<file path="src/rtl/pe_pkg.sv">
`default_nettype none
// ============================================================================
// Module   : pe_pkg
// Purpose  : Shared precision-config codes and subtractor FSM state type.
// Revision : 1.0 - initial release
// ============================================================================
package pe_pkg;

    localparam int PRECISION_CONFIG_L = 2;

    localparam logic [PRECISION_CONFIG_L-1:0] PRECISION_CONFIG_8B  = 2'd0;
    localparam logic [PRECISION_CONFIG_L-1:0] PRECISION_CONFIG_16B = 2'd1;
    localparam logic [PRECISION_CONFIG_L-1:0] PRECISION_CONFIG_32B = 2'd2;

    typedef enum logic [1:0] {
        IDLE = 2'd0,
        BUSY = 2'd1,
        DONE = 2'd2
    } sub_state_t;

endpackage
`default_nettype wire

</file>
<file path="src/rtl/subtractor_building_block.sv">
`default_nettype none
// ============================================================================
// Module   : subtractor_building_block
// Purpose  : One-lane combinational subtractor; out = {borrow_out, difference}.
// Revision : 1.0 - initial release
// ============================================================================
module subtractor_building_block #(
    parameter int LEN = 8
) (
    input  logic [LEN-1:0] in0,
    input  logic [LEN-1:0] in1,
    input  logic           borrow_in,
    output logic [LEN:0]   out,
    output logic           borrow_out
);

    logic [LEN:0] w_diff;

    // The extra MSB of the widened difference is exactly the borrow out.
    assign w_diff     = {1'b0, in0} - {1'b0, in1} - {{LEN{1'b0}}, borrow_in};
    assign out        = w_diff;
    assign borrow_out = w_diff[LEN];

endmodule
`default_nettype wire

</file>
<file path="src/rtl/subtractor_decomposable_seq.sv">
`default_nettype none
// ============================================================================
// Module   : subtractor_decomposable_seq
// Purpose  : Multi-cycle lane-serial unsigned subtractor with 8B/16B/32B borrow breaks.
// Revision : 1.0 - initial release
// ============================================================================
module subtractor_decomposable_seq
    import pe_pkg::*;
#(
    parameter int EACH_SUB_LEN = 8,
    parameter int N_SUBS       = 4
) (
    input  logic                                    clk,
    input  logic                                    rst_n,
    input  logic                                    in_valid,
    output logic                                    in_ready,
    input  logic [EACH_SUB_LEN*N_SUBS-1:0]          in0,
    input  logic [EACH_SUB_LEN*N_SUBS-1:0]          in1,
    input  logic [PRECISION_CONFIG_L-1:0]           mode,
    output logic                                    out_valid,
    input  logic                                    out_ready,
    output logic [N_SUBS-1:0][EACH_SUB_LEN:0]       out_quart,
    output logic [1:0][2*EACH_SUB_LEN:0]            out_half,
    output logic [4*EACH_SUB_LEN:0]                 out_full
);

    localparam int c_tot_w = EACH_SUB_LEN * N_SUBS;
    localparam int c_cnt_w = (N_SUBS > 1) ? $clog2(N_SUBS) : 1;
    localparam logic [c_cnt_w-1:0] c_last_lane = c_cnt_w'(N_SUBS - 1);
    localparam logic [c_cnt_w-1:0] c_upper_half = c_cnt_w'(N_SUBS / 2);

    generate
        if (N_SUBS != 4) begin : g_bad_n_subs
            $error("subtractor_decomposable_seq: N_SUBS must be 4");
        end
    endgenerate

    sub_state_t                         r_state;
    sub_state_t                         w_next_state;
    logic [c_cnt_w-1:0]                 r_cnt;
    logic [c_tot_w-1:0]                 r_a;
    logic [c_tot_w-1:0]                 r_b;
    logic [PRECISION_CONFIG_L-1:0]      r_mode;
    logic                               r_borrow;
    logic [N_SUBS-1:0][EACH_SUB_LEN:0]  r_quart;

    logic                               w_borrow_in;
    logic [EACH_SUB_LEN:0]              w_lane_out;
    logic                               w_lane_borrow;

    always_ff @(posedge clk or negedge rst_n) begin
        if (!rst_n) begin
            r_state <= IDLE;
        end else begin
            r_state <= w_next_state;
        end
    end

    always_comb begin
        w_next_state = r_state;
        case (r_state)
            IDLE:    if (in_valid)            w_next_state = BUSY;
            BUSY:    if (r_cnt == c_last_lane) w_next_state = DONE;
            DONE:    if (out_ready)           w_next_state = IDLE;
            default:                          w_next_state = IDLE;
        endcase
    end

    assign in_ready  = (r_state == IDLE);
    assign out_valid = (r_state == DONE);

    // Lane 0 never takes a borrow; 8B breaks every lane, 16B breaks at the upper half.
    always_comb begin
        w_borrow_in = r_borrow;
        if (r_cnt == '0) begin
            w_borrow_in = 1'b0;
        end else begin
            case (r_mode)
                PRECISION_CONFIG_8B:  w_borrow_in = 1'b0;
                PRECISION_CONFIG_16B: if (r_cnt == c_upper_half) w_borrow_in = 1'b0;
                default:              w_borrow_in = r_borrow;
            endcase
        end
    end

    subtractor_building_block #(
        .LEN (EACH_SUB_LEN)
    ) u_lane (
        .in0        (r_a[r_cnt*EACH_SUB_LEN +: EACH_SUB_LEN]),
        .in1        (r_b[r_cnt*EACH_SUB_LEN +: EACH_SUB_LEN]),
        .borrow_in  (w_borrow_in),
        .out        (w_lane_out),
        .borrow_out (w_lane_borrow)
    );

    always_ff @(posedge clk or negedge rst_n) begin
        if (!rst_n) begin
            r_cnt    <= '0;
            r_a      <= '0;
            r_b      <= '0;
            r_mode   <= '0;
            r_borrow <= 1'b0;
            r_quart  <= '0;
        end else begin
            if (r_state == IDLE && in_valid) begin
                r_a    <= in0;
                r_b    <= in1;
                r_mode <= mode;
                r_cnt  <= '0;
            end else if (r_state == BUSY) begin
                r_quart[r_cnt] <= w_lane_out;
                r_borrow       <= w_lane_borrow;
                r_cnt          <= r_cnt + 1'b1;
            end
        end
    end

    assign out_quart = r_quart;

    generate
        for (genvar h = 0; h < 2; h++) begin : g_half
            assign out_half[h] = {r_quart[2*h+1], r_quart[2*h][EACH_SUB_LEN-1:0]};
        end
    endgenerate

    assign out_full = {r_quart[3],
                       r_quart[2][EACH_SUB_LEN-1:0],
                       r_quart[1][EACH_SUB_LEN-1:0],
                       r_quart[0][EACH_SUB_LEN-1:0]};

endmodule
`default_nettype wire

</file>
<file path="config.mk">
export PLATFORM = sky130hd
export DESIGN_NAME = subtractor_decomposable_seq
export DESIGN_NICKNAME = d
export VERILOG_FILES = /design/src/rtl/pe_pkg.sv /design/src/rtl/subtractor_building_block.sv /design/src/rtl/subtractor_decomposable_seq.sv
export SDC_FILE = /design/constraint.sdc
export NUM_CORES = 1
export LEC_CHECK = 0
export CORE_AREA = 2 2 119 121
export CTS_CLUSTER_SIZE = 25
export DETAILED_ROUTE_END_ITERATION = 7
export DIE_AREA = 0 0 121 123
export GPL_TIMING_DRIVEN = 0
export PLACE_DENSITY = 0.72
export SYNTH_ARGS = -nofsm -noshare
export SYNTH_HDL_FRONTEND = slang
export SYNTH_SLANG_ARGS = --single-unit
</file>
<file path="constraint.sdc">
create_clock -name clk -period 7.7 [get_ports clk]
set_input_delay 2.31 -clock clk [delete_from_list [all_inputs] [get_ports clk]]
set_output_delay 2.31 -clock clk [all_outputs]
set_load 0.03 [all_outputs]
</file>
==> run summary <==
The run finished with clean final reports. Routability-driven placement finished with a final weighted congestion of between 0.8 and 0.9. The worst-skew pair later-pin latency came out at ~0.35 ns. The final number of max-transition violations came to 0.

The reg-to-reg startpoint is r_cnt[1]$_DFFE_PN0P_. The remaining global-route overflow is 0. The die covers between 10000 and 15000 um2. The number of maximum-capacitance violations is 0.

Headroom to the max-slew limit came out at between 50% and 60%. The tree is rooted in a sky130_fd_sc_hd__clkbuf_16. The achievable clock frequency came out at 0.2365 GHz. In this run, CTS created clock tree buffers numbering 9. The data required time at the worst endpoint is between 7 and 8 ns.

For the final routed database, the setup TNS stands at 0 ns. TritonCTS built the clock tree. Data on the critical path arrives at its endpoint at 4.43 ns. After clock tree synthesis, the clock-pin slew on the worst setup and hold paths is roughly 0.070 ns. In this run the most critical hold path is launched from r_a[0]$_DFFE_PN0P_.

Hold repair after CTS inserted 0 buffers. The number of setup violations in the final report came out at 0. The launching instance or port of the critical path is r_cnt[1]$_DFFE_PN0P_. From bottom edge to top edge, the die measures around 120 um.

After detailed routing, the number of remaining DRC violations is 0. The number of gates resized after CTS was 0. Global routing used a little under a fifth of the available tracks across all layers. The setup slack of the worst register-to-register path is 3.47 ns. Among all flip-flop cells after synthesis, the most frequent one is sky130_fd_sc_hd__dfrtp_1.

The via count of the first global-routing pass came out at ~4300. The post-CTS setup buffer count came out at 0. The post-synthesis area per instance came out at slightly above 9 um2. The number of nets produced by synthesis is roughly 660.

The final cycle utilization of the critical path is roughly 55%. The routed design could run at a clock period as short as between 4 and 5 ns. In the synthesized netlist, the number of instances is around 580. The fill cell total of the finished layout is about 1200. The area of the mapped netlist came out at 5374 um2. The floorplan step set the die width to around 120 um.

The placement-stage worst setup slack came out at about 3.5 ns. Dividing the detail-routed via count by the number of cells gives roughly 4.7. The routed length per placed instance is 14.50 um. The net count reported at finish came out at between 800 and 900.

Counting cells, the worst reg-to-reg path comes to 9. The number of standard-cell rows in the floorplan is 43. The number of synthesized flops with an enable pin came out at 0. Summing the sequential cell areas from Yosys gives about half of the chip area. The number of register bits inferred by synthesis is 107. The Yosys warning count came out at 0. The first global-routing pass estimated 21.91 mm of wire. The initial antenna violation count is 0. Leaving out fill and tap cells, the most frequent cells in the layout are sky130_fd_sc_hd__nand2_1, sky130_fd_sc_hd__clkdlybuf4s50_1, sky130_fd_sc_hd__dfrtp_1. The detailed placement HPWL is 10.72 mm. The detailed-routing iteration count for the pre-antenna-repair pass came out at 5. STA classifies the critical path endpoint as a register. The floorplan core area came out at 13610 um2.

For this block, the via count after detailed routing is between 4000 and 5000. The endpoint of the worst register-to-register path is out_full[32]$_DFFE_PN0P_. The deepest clock path buffer count is 2. The critical path ends at out_full[32]$_DFFE_PN0P_. On the final layout, the worst clock skew is around 0.009 ns.

The startpoint class of the critical path is a register. The critical path in this run is classified as reg -> reg. Once the floorplan was initialized, standard cells occupied between 30% and 40% of the core. The register area is between 2000 and 3000 um2. The number of buffers inserted by port buffering came out at approximately 170. The detailed-route wire length is 13.73 mm. The worst setup margin is around 3.5 ns. Once layout is complete, the utilization of the core stands at 56.45%. Leaving out fill and tap cells, the most frequent cell in the layout is sky130_fd_sc_hd__nand2_1. The worst-margin pin slew came out at 0.7097 ns. The count of endpoints failing hold in the final timing report came to 0. Of the cells placed in the final design, the portion with a size suffix greater than 1 is 13.30%. The number of distinct library cell variants in the gate-level netlist after synthesis is 37. The number of nets still failing antenna checks after routing is 0. The combined area of the multi-input logic cells is 1999 um2. The number of inserted diodes is 0. The min-delay analysis places its worst path in the category reg -> reg.

Setup repair after global routing left no endpoint under its margin. In the synthesized netlist the async set-or-reset flop fraction comes to 100.0%. The highest fanout seen on the critical path is 10. Entering global routing, the biggest net connects 63 pins.

The CTS H-tree depth came out at 3. The area added between synthesis and finish came out at 42.98%. The violation count after the first detailed-routing iteration came out at about 230. The number of I/O pins came out at roughly 180. The clock net in this run drives a total of ~110 sinks.
worst min-delay path by stage:
stage                                endpoint  slack [ns]  cells after the start
final                      r_a[0]$_DFFE_PN0P_        0.47                      2
after global routing      r_a[23]$_DFFE_PN0P_        0.50                      2
after CTS                  r_a[0]$_DFFE_PN0P_        0.47                      2
after detailed placement   r_a[0]$_DFFE_PN0P_        0.46                      2
after global placement     r_a[8]$_DFFE_PN0P_        0.45                      2
after floorplan           r_a[10]$_DFFE_PN0P_        0.44                      2
logic make-up after synthesis:
family	after synthesis	synth area share [%]
compound gates	56	5.867
xor+xnor	6	1.257
fa+ha+maj	18	4.470
buf+inv	116	12.97
flops	107	49.83
mux	16	7.194
simple gates	257	18.42
registers in the layout, indices dropped and copies added (netlist names):
signal / count
out_full: 33
out_half: 1
r_b: 32
r_borrow: 1
r_a: 32
r_mode: 2
out_quart: 2
r_cnt: 2
r_state: 2
metal layers:
layer	track usage [%]	share of wire (%)	vias up
met4	5.887	1.2	0
met5	0	0	-
met2	33.88	50	195
met3	3.044	7.2	13
li1	-	-	2145
met1	24.00	41	2093
metrics by stage:
step | instances | cell area [um2] | hold WS (ns)
2_1_floorplan | 576 | 5374 | 0.4373
3_3_place_gp | 930 | 7341 | 0.4498
3_5_place_dp | 931 | 7366 | 0.4565
4_1_cts | 947 | 7684 | 0.4730
5_1_grt | 947 | 7684 | 0.4966
6_report | 947 | 7684 | 0.4736
area by class of cell:
type	count	share of cell area [%]
clock buffer	10	3.110
sequential	107	34.85
clock inverter	6	1.026
buffer	91	7.849
tap	180	2.931
inverter	25	1.221
multi-input combinational	353	26.02
timing repair buffer	175	22.99
worst max-delay path: stages (launching register included):
cell	delay, ns
sky130_fd_sc_hd__dfrtp_1	0.38
sky130_fd_sc_hd__clkbuf_1	0.44
sky130_fd_sc_hd__clkbuf_1	0.60
sky130_fd_sc_hd__mux4_2	0.46
sky130_fd_sc_hd__fa_1	0.50
sky130_fd_sc_hd__fa_1	0.44
sky130_fd_sc_hd__a21boi_0	0.27
sky130_fd_sc_hd__o211ai_1	0.16
sky130_fd_sc_hd__a311oi_1	0.66
sky130_fd_sc_hd__o21ai_0	0.17
Yosys cell counts, types with 2 or more instances:
cell / n / share of area, %
sky130_fd_sc_hd__buf_1: 3 / 0.21
sky130_fd_sc_hd__clkbuf_1: 18 / 1.3
sky130_fd_sc_hd__nor3_1: 2 / 0.19
sky130_fd_sc_hd__buf_2: 2 / 0.19
sky130_fd_sc_hd__nor2_1: 3 / 0.21
sky130_fd_sc_hd__o211ai_1: 2 / 0.28
sky130_fd_sc_hd__inv_1: 25 / 1.7
sky130_fd_sc_hd__a21o_1: 2 / 0.28
sky130_fd_sc_hd__dfrtp_1: 107 / 50
sky130_fd_sc_hd__a21oi_1: 3 / 0.28
sky130_fd_sc_hd__ha_1: 16 / 3.7
sky130_fd_sc_hd__mux4_1: 7 / 3.4
sky130_fd_sc_hd__xor2_1: 3 / 0.49
sky130_fd_sc_hd__nand2_1: 243 / 17
sky130_fd_sc_hd__buf_4: 67 / 9.4
sky130_fd_sc_hd__xnor2_2: 2 / 0.61
sky130_fd_sc_hd__mux4_2: 9 / 3.8
sky130_fd_sc_hd__nand2b_1: 3 / 0.35
sky130_fd_sc_hd__fa_1: 2 / 0.75
sky130_fd_sc_hd__o21ai_0: 40 / 3.7
Power is not shown: default switching activity piles up to over one toggle a cycle in this logic, so the estimate is an artifact.
